==> src/rtl/cram_drain_pkg.sv <==
// Shared sizing helpers and constants for the trace-RAM read-side controller.
package cram_drain_pkg;
  localparam int FIFO_DEPTH = 2;
  localparam int FIFO_IW    = $clog2(FIFO_DEPTH);
  localparam int FIFO_CW    = $clog2(FIFO_DEPTH + 1);

  function automatic int ptr_w(input int depth);
    return (depth > 1) ? $clog2(depth) : 1;
  endfunction

  function automatic int cnt_w(input int n);
    return $clog2(n) + 1;
  endfunction
endpackage

==> src/rtl/cram_drain_fifo.sv <==
// Two-entry output buffer that absorbs RAM read latency; head is presented combinationally.
module cram_drain_fifo
  import cram_drain_pkg::*;
#(
  parameter int W = 8
) (
  input  logic               clk,
  input  logic               rst_n,
  input  logic               push_i,
  input  logic               pop_i,
  input  logic               flush_i,
  input  logic [W-1:0]       data_i,
  output logic [W-1:0]       data_o,
  output logic               valid_o,
  output logic [FIFO_CW-1:0] count_o
);
  logic [W-1:0]       mem_q [FIFO_DEPTH];
  logic [FIFO_IW-1:0] wr_idx_q, wr_idx_d, rd_idx_q, rd_idx_d;
  logic [FIFO_CW-1:0] count_q, count_d;
  logic               do_push, do_pop;

  assign do_pop  = pop_i && (count_q != '0);
  assign do_push = push_i && ((count_q < FIFO_CW'(FIFO_DEPTH)) || do_pop);

  always_comb begin
    wr_idx_d = wr_idx_q;
    rd_idx_d = rd_idx_q;
    count_d  = count_q;
    if (flush_i) begin
      wr_idx_d = '0;
      rd_idx_d = '0;
      count_d  = '0;
    end else begin
      if (do_push) wr_idx_d = wr_idx_q + 1'b1;
      if (do_pop)  rd_idx_d = rd_idx_q + 1'b1;
      count_d = count_q + FIFO_CW'(do_push) - FIFO_CW'(do_pop);
    end
  end

  always_ff @(posedge clk or negedge rst_n) begin
    if (!rst_n) begin
      for (int i = 0; i < FIFO_DEPTH; i++) mem_q[i] <= '0;
      wr_idx_q <= '0;
      rd_idx_q <= '0;
      count_q  <= '0;
    end else begin
      if (do_push && !flush_i) mem_q[wr_idx_q] <= data_i;
      wr_idx_q <= wr_idx_d;
      rd_idx_q <= rd_idx_d;
      count_q  <= count_d;
    end
  end

  assign data_o  = mem_q[rd_idx_q];
  assign valid_o = (count_q != '0);
  assign count_o = count_q;
endmodule

==> src/rtl/cram_drain.sv <==
// Read-side controller for the circular trace RAM: tracks committed bytes, issues
// single-byte reads and streams them out through a small buffer with valid/ready.
module cram_drain
  import cram_drain_pkg::*;
#(
  parameter int WORD_COUNT = 64,
  parameter int WORD_WIDTH = 8,
  parameter int IN_COUNT   = 16,
  localparam int PW = ptr_w(WORD_COUNT),
  localparam int CW = cnt_w(WORD_COUNT),
  localparam int IW = cnt_w(IN_COUNT)
) (
  input  logic                  io_clk,
  input  logic                  io_rstn,
  input  logic                  io_push_valid,
  input  logic [IW-1:0]         io_push_count,
  output logic [PW-1:0]         io_wr_addr,
  output logic [CW-1:0]         io_space,
  output logic [PW-1:0]         io_rd_addr,
  input  logic [WORD_WIDTH-1:0] io_rd_data,
  output logic                  io_out_valid,
  input  logic                  io_out_ready,
  output logic [WORD_WIDTH-1:0] io_out_data,
  input  logic                  io_flush,
  output logic                  io_overflow
);
  // Stream handshake: a byte transfers on any cycle where io_out_valid && io_out_ready;
  // once valid is high, valid and data hold until that transfer happens.
  logic [PW-1:0]      wr_ptr_q, wr_ptr_d, rd_ptr_q, rd_ptr_d;
  logic [CW-1:0]      pending_q, pending_d, space, push_cnt_ext;
  logic               inflight_q, inflight_d, overflow_q, overflow_d;
  logic [FIFO_CW-1:0] fifo_count;
  logic [2:0]         occupancy;
  logic               fifo_pop, fifo_push, credit, issue, push_ok;

  assign space        = CW'(WORD_COUNT) - pending_q;
  assign push_cnt_ext = CW'(io_push_count);
  assign fifo_pop     = io_out_valid && io_out_ready;
  // A read may only issue if its returning byte is guaranteed a buffer slot.
  assign occupancy    = 3'(fifo_count) + 3'(inflight_q) - 3'(fifo_pop);
  assign credit       = (occupancy < 3'(FIFO_DEPTH));
  assign fifo_push    = inflight_q && !io_flush;

  always_comb begin
    wr_ptr_d   = wr_ptr_q;
    rd_ptr_d   = rd_ptr_q;
    pending_d  = pending_q;
    inflight_d = 1'b0;
    overflow_d = overflow_q;
    push_ok    = 1'b0;
    issue      = 1'b0;
    if (io_flush) begin
      rd_ptr_d   = wr_ptr_q;
      pending_d  = '0;
      overflow_d = 1'b0;
      if (io_push_valid && (push_cnt_ext <= CW'(WORD_COUNT))) begin
        wr_ptr_d  = wr_ptr_q + PW'(io_push_count);
        pending_d = push_cnt_ext;
      end
    end else begin
      push_ok    = io_push_valid && (push_cnt_ext <= space);
      issue      = (pending_q != '0) && credit;
      inflight_d = issue;
      if (io_push_valid && !push_ok) overflow_d = 1'b1;
      if (push_ok) wr_ptr_d = wr_ptr_q + PW'(io_push_count);
      if (issue) rd_ptr_d = rd_ptr_q + 1'b1;
      pending_d = pending_q + (push_ok ? push_cnt_ext : '0) - CW'(issue);
    end
  end

  always_ff @(posedge io_clk or negedge io_rstn) begin
    if (!io_rstn) begin
      wr_ptr_q   <= '0;
      rd_ptr_q   <= '0;
      pending_q  <= '0;
      inflight_q <= 1'b0;
      overflow_q <= 1'b0;
    end else begin
      wr_ptr_q   <= wr_ptr_d;
      rd_ptr_q   <= rd_ptr_d;
      pending_q  <= pending_d;
      inflight_q <= inflight_d;
      overflow_q <= overflow_d;
    end
  end

  cram_drain_fifo #(.W(WORD_WIDTH)) u_fifo (
    .clk     (io_clk),
    .rst_n   (io_rstn),
    .push_i  (fifo_push),
    .pop_i   (fifo_pop),
    .flush_i (io_flush),
    .data_i  (io_rd_data),
    .data_o  (io_out_data),
    .valid_o (io_out_valid),
    .count_o (fifo_count)
  );

  assign io_wr_addr  = wr_ptr_q;
  assign io_rd_addr  = rd_ptr_q;
  assign io_space    = space;
  assign io_overflow = overflow_q;
endmodule

==> config.mk <==
export PLATFORM = sky130hd
export DESIGN_NAME = cram_drain
export DESIGN_NICKNAME = d
export VERILOG_FILES = /design/src/rtl/cram_drain_pkg.sv /design/src/rtl/cram_drain_fifo.sv /design/src/rtl/cram_drain.sv
export SDC_FILE = /design/constraint.sdc
export NUM_CORES = 1
export LEC_CHECK = 0
export CORE_MARGIN = 2
export CORE_UTILIZATION = 25
export DETAILED_ROUTE_END_ITERATION = 8
export PLACE_DENSITY = 0.42
export REMOVE_ABC_BUFFERS = 1
export SLEW_MARGIN = 40
export SYNTH_ARGS = -nofsm -noshare
export SYNTH_HDL_FRONTEND = slang
export SYNTH_SLANG_ARGS = --single-unit
==> constraint.sdc <==
create_clock -name io_clk -period 7.8 [get_ports io_clk]
set_clock_uncertainty 0.15 [all_clocks]
set_input_delay 1.17 -clock io_clk [delete_from_list [all_inputs] [get_ports io_clk]]
set_output_delay 1.17 -clock io_clk [all_outputs]
set_load 0.1 [all_outputs]
==> impl_metrics.csv, run 1 <==
group,metric,value,unit
synthesis,synth-edff-count,0,
routing,drt.antenna.violating_nets,0,
layout,multi_input_area,0.00149,mm²
synthesis,synthTopCellsByArea,"dfrtp_1 (38%), ha_1 (12%), mux2_2 (11%)",
layout,fin_area,0.00328,mm²
cts,numClockSinks,41,
cts,clk_latency,0.30,ns
synthesis,yosysUniqueCellTypes,41,
routing,routed_wirelength,6.21,mm
routing,routed_via_density,4.40,
layout,drive_gt1_share,25.2,%
global_route,grt_pass1_wl,10.5,mm
layout,n_fill_cell,1079,
cts,holdBufCountCts,0,
timing,fin_crit,4.63,ns
placement,dp_hpwl,4.71,mm
min_path,hold_path.class,"reg -> reg",
global_route,grt_pass1_vias,2008,
critical_path,end_kind,"register",
layout,layout.area.seq,0.00103,mm²
global_route,grt_max_degree,42,
synthesis,ys_seq_elements,41,
timing,worst_pin_slew,0.731,ns
cts,post_cts_buffers,0,
die,die_w,108,µm
cts,cts_root_buf,"clkbuf_8",
layout,final_common_cell,"dfrtp_1",
die,rows,37,
routing,firstDrtPassIters,4,
timing,fin_crit_sh,59.4,%
cts,clock_path_buffers,2,
timing,slew_headroom,51.0,%
timing,report.final.slew_viol_count,0,
synthesis,seq_area_frac_synth,38.3,%
routing,dr_wl_met3,332,µm
die,dieArea,0.0116,mm²
layout,antenna_cells,0,
die,start_util,25.8,%
critical_path,cp-start-kind,"input port",
routing,drt_iter0_drc,69,
synthesis,synth.top_cell.area_share,38.3,%
synthesis,synth-main-ff-cell,"dfrtp_1",
critical_path,path_max_fanout,5,
routing,vias,1942,
critical_path,cp.arrival,4.68,ns
outcome,outcome,"complete, no violations",
timing,hold_slack,0.333,ns
routing,route.top_layer_used,"met4",
synthesis,syn-cell-area,0.00268,mm²
synthesis,synth.largest_area_cell,"dfrtp_1",
timing,hold_viol,0,
critical_path,ff2ff_setup_slack,3.25,ns
synthesis,yosysWarningCount,0,
global_route,antenna_found_initial,0,
global_route,grt_overflow,0,
job,cap_violations,0,
synthesis,syn_area_per_cell,10.4,µm²
synthesis,synthCells,257,
critical_path,required,7.84,ns
placement,dp_slack,2.80,ns
timing,fin_ws,3.17,ns
routing,drt-wirelength-per-cell,14.1,µm
timing,setup_tns,0,ns
layout,final_cell_mix,"dfrtp_1 (41), inv_1 (34), buf_2 (29), ha_1 (26), mux2_2 (25)",
routing,dr_wl_met2,2.76,mm
layout,area_delta_synth_final,22.3,%
routing,met1_length,3.06,mm
synthesis,synth-async-reset-ratio,100,%
die,core_area,0.0104,mm²
timing,setup_viol,0,
placement,dpl_cell_area,0.00314,mm²
placement,placement.io_buffers,46,
critical_path,path_class,"in -> reg",
cts,htree_num_levels,2,
cts,cts_tree,"yes",
die,die_h,108,µm
cts,clkTransAtPathRegs,0.09,ns
routing,drc_errors,0,
layout,nNetsFinal,351,
placement,gp_congestion,0.749,
cts,cts-buffers-inserted,5,
timing,rsz0062_at_grt,"no",
timing,max_freq,0.216,GHz
die,pin_count,47,
cts,ctsResizeCount,0,
global_route,track_usage,11.7,%
[final timing paths]
| kind | start | to | cells after the start |
|---|---|---|---|
| max | io_out_ready | pending_q[6] | 18 |
| min reg2reg | io_wr_addr[5] | io_wr_addr[5] | 1 |
| max in group asynchronous | io_rstn | io_rd_addr[4] | 1 |
| max reg2reg | pending_q[0] | pending_q[5] | 18 |
| min in group asynchronous | io_rstn | u_fifo.rd_idx_q | 1 |
| min | io_wr_addr[5] | io_wr_addr[5] | 1 |
[cell families after synthesis]
| logic type | count (synthesis) | share of synthesized area (%) |
|---|---|---|
| multiplexers | 33 | 14.2 |
| buffers and inverters | 42 | 6.03 |
| XOR/XNOR | 21 | 6.87 |
| AND/OR/NAND/NOR | 52 | 10.1 |
| flip-flops | 41 | 38.3 |
| adder cells (fa/ha/maj) | 29 | 14.4 |
| AO/OA/AOI/OAI | 39 | 10.0 |
[flip-flops by register name, summed over array words and instances, names as in the netlist]
register         flops
u_fifo.mem_q        16
pending_q            7
io_rd_addr           6
io_wr_addr           6
u_fifo.count_o       2
inflight_q           1
io_overflow          1
u_fifo.rd_idx_q      1
u_fifo.wr_idx_q      1
[layout make-up]
type | count | area share [%]
clock inverter | 3 | 2.10
clock buffer | 5 | 2.10
inverter | 35 | 4.01
timing repair buffer | 47 | 9.77
tap | 136 | 5.19
multi-input combinational | 174 | 45.5
sequential | 41 | 31.3
[per-stage QoR]
stage / std cells / util (%)
after floorplan: 250 / -
after global placement: 433 / 31.6
after detailed placement: 433 / 30.3
after CTS: 441 / 31.6
after global routing: 441 / 31.6
final: 441 / 31.6
[cell usage after synthesis (2+ instances only)]
| cell type | number |
|---|---|
| a211oi_1 | 3 |
| a21o_1 | 6 |
| a21oi_1 | 7 |
| a31oi_1 | 2 |
| and2_1 | 2 |
| and3_1 | 4 |
| clkbuf_1 | 5 |
| dfrtp_1 | 41 |
| fa_1 | 3 |
| ha_1 | 26 |
| inv_1 | 34 |
| mux2_2 | 25 |
| mux2_4 | 4 |
| mux2i_1 | 4 |
| nand2_1 | 12 |
| nand3_1 | 12 |
| nor2_1 | 8 |
| nor2b_1 | 2 |
| nor3_1 | 4 |
| o21ai_0 | 9 |
| o21ai_1 | 5 |
| xnor2_1 | 15 |
| xor2_1 | 6 |
[layer usage]
layer | vias up | GRT usage (%)
met1 | 911 | 16.4
met5 | - | 0
li1 | 970 | -
met2 | 55 | 18.3
met4 | 0 | 3.66
met3 | 6 | 2.24
[worst max-delay path, cell delays in order]
cell and delay [ns]:
clkdlybuf4s50_1 0.47, and2_1 0.18, ha_1 0.25, inv_1 0.07, nand2_1 0.06, fa_1 0.37
xnor2_1 0.14, o311ai_2 0.14, inv_2 0.13, ha_1 0.30, inv_1 0.04, ha_1 0.19
fa_1 0.40, a21o_1 0.18, a21oi_1 0.22, o21ai_0 0.14, mux2i_1 0.16, nand2_1 0.06
Power of run 1 is left out: the tool's default activity adds up to more than one toggle a clock period on the data nets, which glitch-free logic cannot reach.
==> run 2, diff against run 1 <==
Settings changed: PLACE_DENSITY 0.42 to 0.43.
Clock period 7.8 ns to 4.2 ns, I/O delays scaled along.
==> run 2 against run 1 <==
Effect of this change: utilization increased by 1.9 points; register-to-register slack got worse by 3.0 ns; worst setup slack got worse by 2.9 ns; critical path depth is the same; routed wire length grew 0.40%; global-route usage down 0.35 points; die area is the same; final cell count increased by 5.0%; sequential share of layout area shrank 1.7 points.
==> impl_metrics.csv, run 2 (synthesized netlist as in run 1, its figures left out) <==
group,metric,value,unit
timing,fin_crit_sh,93.6,%
global_route,grt_pass1_vias,1996,
timing,report.final.slew_viol_count,0,
layout,instances_no_fill,463,
cts,cts_root_buf,"clkbuf_8",
cts,cts_tree,"yes",
cts,cts-buffers-inserted,5,
outcome,outcome,"complete, no violations",
timing,worst_pin_slew,0.713,ns
critical_path,cp.arrival,3.96,ns
placement,dp_hpwl,4.80,mm
global_route,grt_overflow,0,
layout,drive_gt1_share,33.3,%
routing,routed_via_density,4.33,
placement,place_inst,456,
layout,nNetsFinal,374,
global_route,grt_pass1_wl,10.3,mm
layout,fin_area,0.00347,mm²
layout,final_common_cell,"dfrtp_1",
die,pin_count,47,
layout,antenna_cells,0,
cts,clock_path_buffers,2,
critical_path,cp-start-kind,"register",
critical_path,path_class,"reg -> reg",
placement,dpl_cell_area,0.00332,mm²
routing,drt.antenna.violating_nets,0,
timing,hold_viol,0,
layout,largest_reg_flops,16,
job,cap_violations,0,
cts,htree_num_levels,2,
layout,final_cell_mix,"dfrtp_1 (41), inv_1 (34), buf_4 (29), ha_1 (26)",
cts,post_cts_buffers,0,
die,die_h,108,µm
die,start_util,25.8,%
routing,vias,2006,
routing,drc_errors,0,
placement,gp_congestion,0.717,
routing,firstDrtPassIters,4,
timing,rsz0062_at_grt,"no",
global_route,track_usage,11.4,%
cts,clk_latency,0.29,ns
timing,max_freq,0.254,GHz
critical_path,path_max_fanout,4,
die,rows,37,
global_route,grt_max_degree,42,
die,die_w,108,µm
critical_path,required,4.23,ns
layout,area_delta_synth_final,29.6,%
cts,numClockSinks,41,
placement,placement.io_buffers,46,
layout,top_register,"u_fifo.mem_q",
global_route,antenna_found_initial,0,
timing,fin_crit,3.93,ns
die,core_area,0.0104,mm²
layout,reg_top3,"u_fifo.mem_q: 16 flops, pending_q: 7 flops",
timing,setup_viol,0,
routing,routed_wirelength,6.24,mm
timing,slew_headroom,52.2,%
routing,drt-wirelength-per-cell,13.5,µm
min_path,hold_path.class,"in -> async",
routing,drt_iter0_drc,61,
critical_path,end_kind,"register",
cts,clkTransAtPathRegs,0.08,ns
die,dieArea,0.0116,mm²
[run 2: layer usage]
layer | wire length [µm] | vias up | part of all wire [%] | GRT usage [%]
li1 | - | 1013 | - | -
met1 | 3040 | 941 | 49 | 16.2
met4 | 63 | 0 | 1.0 | 2.56
met2 | 2830 | 46 | 45 | 17.5
met3 | 307 | 6 | 4.9 | 2.60
met5 | 0 | - | 0 | 0
[run 2: worst max-delay path, cell delays in order, from the launching register on]
cell and delay [ns]:
dfrtp_1 0.38, buf_4 0.16, or3_4 0.41, xnor2_2 0.16, ha_1 0.30, a21o_1 0.18, a21oi_1 0.25, a21oi_2 0.11
nand2_2 0.09, nand3_1 0.09, ha_1 0.30, inv_1 0.04, ha_1 0.20, fa_2 0.35, a21o_1 0.17, a21oi_2 0.17
o21ai_1 0.10, mux2i_1 0.15, nand2_1 0.07
[run 2: what timing repair did]
| action | CTS | global route |
|---|---|---|
| pin swaps | 0 | 1 |
| gates resized for setup | 2 | 12 |
| hold buffers | 0 | 0 |
| endpoints found under the setup margin | 2 | 4 |
[run 2: worst paths after layout]
path | start | end | slack (ns) | cells after the start
max in group asynchronous | io_rstn | u_fifo.mem_q[14] | 3.35 | 1
worst max-delay path | pending_q[0] | pending_q[6] | 0.27 | 18
worst max register to register | pending_q[0] | pending_q[6] | 0.27 | 18
worst min register to register | u_fifo.mem_q[7] | u_fifo.mem_q[7] | 0.36 | 1
worst min-delay path | io_rstn | u_fifo.mem_q[3] | 0.17 | 1
min in group io_clk | u_fifo.mem_q[7] | u_fifo.mem_q[7] | 0.36 | 1
[run 2: through the flow]
step                      hold slack (ns)  worst slack (ns)  setup TNS [ns]  util, %
after global placement              0.331          -0.00579        -0.00579     33.2
final                               0.169             0.268               0     33.5
after detailed placement            0.341           -0.0460         -0.0834     32.0
after floorplan                     0.184            -0.569           -1.91        -
after CTS                           0.184           0.00767               0     33.0
after global routing                0.205           0.00200               0     33.5
[run 2: cell type report]
| cell class | instances | area (µm²) |
|---|---|---|
| Fill cell | 1093 | 6900 |
| Multi-Input combinational cell | 174 | 1550 |
| Sequential cell | 41 | 1030 |
| Timing Repair Buffer | 70 | 503 |
| Tap cell | 136 | 170 |
| Inverter | 35 | 131 |
| Clock buffer | 6 | 82.6 |
| Clock inverter | 1 | 7.51 |
Power of run 2 is left out for the same reason.
